$ cat config.mk
export PLATFORM = sky130hd
export DESIGN_NAME = mem_32x16_flat
export DESIGN_NICKNAME = d
export VERILOG_FILES = /design/src/rtl/mem_32x16_if.sv /design/src/rtl/mem_32x16.sv /design/src/flat_wrapper.sv
export SDC_FILE = /design/constraint.sdc
export NUM_CORES = 1
export LEC_CHECK = 0
export CAP_MARGIN = 30
export CORE_MARGIN = 2
export CORE_UTILIZATION = 63
export CTS_BUF_LIST = sky130_fd_sc_hd__clkbuf_4
export DETAILED_ROUTE_END_ITERATION = 7
export HOLD_SLACK_MARGIN = 0.06
export PLACE_DENSITY = 0.77
export RECOVER_POWER = 100
export SETUP_SLACK_MARGIN = 0.1
export SLEW_MARGIN = 20
export SYNTH_ARGS = -nofsm -noshare
export SYNTH_HDL_FRONTEND = slang
export SYNTH_SLANG_ARGS = --single-unit
$ cat constraint.sdc
create_clock -name clk -period 3.5 [get_ports clk]
set_input_delay 0.7 -clock clk [delete_from_list [all_inputs] [get_ports clk]]
set_output_delay 0.7 -clock clk [all_outputs]
set_load 0.03 [all_outputs]
$ cat src/rtl/mem_32x16_if.sv
// Bus bundle for the 32x16 scratch SRAM: operation strobe, address, write data, read data.
interface mem_32x16_if #(
    parameter int DATA_W = 16,
    parameter int ADDR_W = 5
);
    logic              r_w;
    logic [ADDR_W-1:0] addr;
    logic [DATA_W-1:0] d_in;
    logic [DATA_W-1:0] d_out;

    modport master (
        output r_w,
        output addr,
        output d_in,
        input  d_out
    );

    modport slave (
        input  r_w,
        input  addr,
        input  d_in,
        output d_out
    );
endinterface

$ cat src/rtl/mem_32x16.sv
// Single-port 32x16 synchronous SRAM with registered read data.
// Async active-low reset clears the whole array and the output register.
module mem_32x16 #(
    parameter int DATA_W = 16,
    parameter int ADDR_W = 5,
    parameter int DEPTH  = 32
) (
    input  logic            clk,
    input  logic            rst,
    mem_32x16_if.slave      bus
);
    logic [DATA_W-1:0] mem [DEPTH];
    logic [ADDR_W-1:0] word_sel;

    assign word_sel = bus.addr;

    // Reset clears storage too, so no location can ever read back X.
    always_ff @(posedge clk or negedge rst) begin
        if (!rst) begin
            for (int i = 0; i < DEPTH; i++) begin
                mem[i] <= '0;
            end
        end else if (bus.r_w) begin
            mem[word_sel] <= bus.d_in;
        end
    end

    always_ff @(posedge clk or negedge rst) begin
        if (!rst) begin
            bus.d_out <= '0;
        end else if (!bus.r_w) begin
            bus.d_out <= mem[word_sel];
        end
    end
endmodule

$ cat src/flat_wrapper.sv
// flat-port wrapper written by rule: the top's interface ports become plain ports
module mem_32x16_flat 
#(
    parameter int DATA_W = 16,
    parameter int ADDR_W = 5,
    parameter int DEPTH  = 32
)
  (clk, rst, bus_r_w, bus_addr, bus_d_in, bus_d_out);
  mem_32x16_if #(.DATA_W(DATA_W), .ADDR_W(ADDR_W)) bus_i ();
  input  logic clk;
  input  logic rst;
  input wire logic [$bits(bus_i.r_w)-1:0] bus_r_w;
  input wire logic [$bits(bus_i.addr)-1:0] bus_addr;
  input wire logic [$bits(bus_i.d_in)-1:0] bus_d_in;
  output wire logic [$bits(bus_i.d_out)-1:0] bus_d_out;
  assign bus_i.r_w = bus_r_w;
  assign bus_i.addr = bus_addr;
  assign bus_i.d_in = bus_d_in;
  assign bus_d_out = bus_i.d_out;
  mem_32x16 #(.DATA_W(DATA_W), .ADDR_W(ADDR_W), .DEPTH(DEPTH)) u_core (.clk(clk), .rst(rst), .bus(bus_i));
endmodule
==> flow_metrics.py <==
metrics = {
    "outcome": {
        "status": "complete, but fails checks",
        "failed_checks": "max-capacitance violations, max-slew violations",
    },
    "timing": {
        "finalCriticalPeriod_ps": 3090,
        "fin_crit_sh": 0.882,
        "tightestPinTransition_ps": 2550,
        "hold_viol_final": 0,
        "rsz0062_at_grt": "false",
        "finalSetupViolations": 0,
        "slew_headroom": -0.703,
        "fin_tns_setup_ps": 0,
        "fmax_mhz": 324,
        "final_max_slew_viol_count": 79,
        "finClkSkew_ps": 39.2,
    },
    "drt": {
        "wl_um": 56900,
        "dr.pass1.iters": 5,
        "route.detailed.drc": 0,
        "ant_nets": 0,
        "via_per_inst": 6.30,
        "vias": 14258,
        "drt_iter0_markers": 952,
        "wire_per_inst_um": 25.2,
    },
    "floorplan": {
        "initial_core_util": 0.639,
        "die_h_um": 199,
        "placementRows": 71,
        "coreArea_sq_um": 37600,
        "io_pins": 40,
        "die_w_um": 199,
        "die-area_sq_um": 39700,
    },
    "yosys": {
        "yosys.area.top_type": "dfrtp_1",
        "synth_area_sq_um": 24000,
        "yosys_warnings": 0,
        "netlist-cell-type-count": 45,
        "ys_seq_area_frac": 0.551,
        "synthCells": 1506,
        "avgSynthCellArea_sq_um": 15.9,
        "synth-seq-cells": 528,
        "syn-num-nets": 1530,
        "synth_top_area_frac": 0.551,
        "ys.flop_type": "dfrtp_1",
        "synth-edff-count": 0,
        "synth_area_leaders": "dfrtp_1 (55%), mux2_2 (18%), mux4_2 (9.9%), mux2_1 (5.6%), mux2i_1 (1.8%)",
        "async_reset_ff_frac": 1.00,
    },
    "global_route": {
        "antenna_found_initial": 1,
        "grt_usage": 0.304,
        "grt_max_degree": 88,
        "grt_pass1_vias": 14992,
        "grt_pass1_wl_um": 88900,
        "grt-ovfl-total": 0,
    },
    "critical_path": {
        "critPathCapture": "u_core.mem[474]",
        "cp.arrival_ps": 3770,
        "max_stage_delay_ps": 800,
        "crit_slowest_cell": "nor2_1",
        "crit_chain": "dlygate4sd3_1, buf_4, or3_1, nor2_1, clkbuf_1, mux2_2",
        "worstPathMaxFanout": 18,
        "r2r_cells": 4,
        "rrSetupSlack_ps": 1420,
        "r2r_end": "u_core.bus.d_out[2]",
        "required_ps": 4180,
        "crit_path_end_kind": "flip-flop",
        "start_kind": "input port",
        "crit_start": "bus_addr[3]",
        "r2r_start": "u_core.mem[194]",
        "path_class": "input port to flip-flop",
    },
    "clock_network": {
        "htreeDepth": 4,
        "clk_latency_ps": 830,
        "clkTransAtPathRegs_ps": 60,
        "cts.sinks": 528,
        "clockRootBuffer": "clkbuf_4",
        "cts_buffers": 139,
        "clockBufferDepth": 3,
        "cts_tree": "done",
    },
    "power_and_ir_drop": {
        "peakVddDrop_uv": 394,
        "p_leak_uw": 0.0121,
        "power_density_nw_per_um2": 585,
    },
    "placement": {
        "dp_hpwl_um": 36600,
        "place_congestion": 0.808,
        "placed_area_sq_um": 25400,
        "port-buffer-count": 39,
        "place_inst": 2019,
    },
    "cells_and_area": {
        "final_cell_count_no_fill": 2262,
        "final_core_util": 0.712,
        "fin_area_sq_um": 26700,
        "fill_cells": 2545,
        "nNetsFinal": 1674,
        "multi_input_area_sq_um": 9850,
        "area.sequential_sq_um": 13200,
        "final_layout_size_suffix_gt1_frac": 0.460,
        "area_growth_pct": 11.4,
    },
    "hold_path": {
        "hp-class": "flip-flop to flip-flop",
    },
    "job": {
        "cap_viol_max_count": 1,
    },
}
## how the worst min path moves through the flow
stage / from / endpoint / slack [ps] / cells after the start
after floorplan: rst / u_core.bus.d_out[0] / 400 / 0
after global placement: u_core.mem[200] / u_core.mem[200] / 460 / 1
after detailed placement: u_core.mem[329] / u_core.mem[329] / 470 / 1
after CTS: u_core.mem[9] / u_core.mem[9] / 480 / 1
after global routing: u_core.mem[9] / u_core.mem[9] / 500 / 1
final: u_core.mem[9] / u_core.mem[9] / 480 / 1
## kinds of logic (layout without fill, tap and decap cells)
logic type | count (synthesis) | after routing | synth area share
multiplexers | 663 | 663 | 0.359
AO/OA/AOI/OAI | 95 | 95 | 0.0314
AND/OR/NAND/NOR | 71 | 71 | 0.0266
other | 0 | 1 | 0
flip-flops | 528 | 528 | 0.551
buffers and inverters | 149 | 393 | 0.0327
## stage by stage
step                      hold slack [ps]  setup slack (ps)  total power (uW)
after floorplan                       404              1290              9630
after global placement                462               295             10300
after detailed placement              469               247             10500
after CTS                             483               749             15800
after global routing                  496               387             16400
final                                 484               412             15600
## synthesized netlist by cell type, types with 2 or more instances
master and instances:
dfrtp_1 528, nor3b_4 2, a32o_1 2, o22ai_1 22, nor2b_1 3, nand2_1 2, mux2i_1 44, nor4_1 5
a221oi_1 10, buf_4 40, inv_1 16, nor2_4 21, nor2_2 4, buf_6 5, clkbuf_1 56, a211oi_1 9
mux2_2 394, nand2b_1 4, and3b_1 3, nand2_2 8, buf_2 31, a32oi_1 21, a22o_1 14, nand4bb_1 2
nand3b_1 3, a22oi_1 15, mux2_1 119, mux4_2 106
## layer usage
layer,GRT usage,share of wire,vias up
met3,0.0684,0.058,83
met4,0.0948,0.019,0
met1,0.432,0.44,7683
li1,-,-,6042
met2,0.475,0.48,450
met5,0,0,-
## power by group
part / leakage [uW] / switching [uW] / total [uW] / internal (uW)
Sequential: 0.00674 / 610 / 7900 / 7290
Combinational: 0.00429 / 1010 / 2480 / 1460
Clock: 0.00105 / 2450 / 5260 / 2810
Total: 0.0121 / 4070 / 15600 / 11600
## state kept, by name (all words and copies together), names as in the netlist
register,cells
u_core.mem,512
u_core.bus.d_out,16
## cell type report
| class | instances | share of cell area |
|---|---|---|
| Multi-Input combinational cell | 829 | 0.368 |
| Timing Repair Buffer | 136 | 0.0467 |
| Clock inverter | 30 | 0.00533 |
| Clock buffer | 211 | 0.0592 |
| Inverter | 16 | 0.00225 |
| Tap cell | 511 | 0.0239 |
| Sequential cell | 528 | 0.494 |
| Antenna cell | 1 | 0.0000936 |
## timing repair
action                                 CTS  global route
buffers inserted                         0             0
endpoints found under the hold margin   77             0
hold buffers                             1             0
resized for setup                        0             0
## cells in the final DEF, fill, tap and decap left out, types with 20 or more instances in the layout
cell type      synthesis  routed
a32oi_1               21      21
buf_4                 40      35
clkbuf_1              56      36
clkbuf_4               0     211
clkinv_1               0      20
dfrtp_1              528     528
dlygate4sd3_1          0      20
mux2_1               119     119
mux2_2               394     394
mux2i_1               44      44
mux4_2               106     106
o22ai_1               22      22
## worst max-delay path: cells and delay by family
| kind | cells | cell delay, ps |
|---|---|---|
| mux | 1 | 410 |
| simple gates | 2 | 1220 |
| buf+inv | 3 | 1410 |
(Power assumes the default switching activity.)
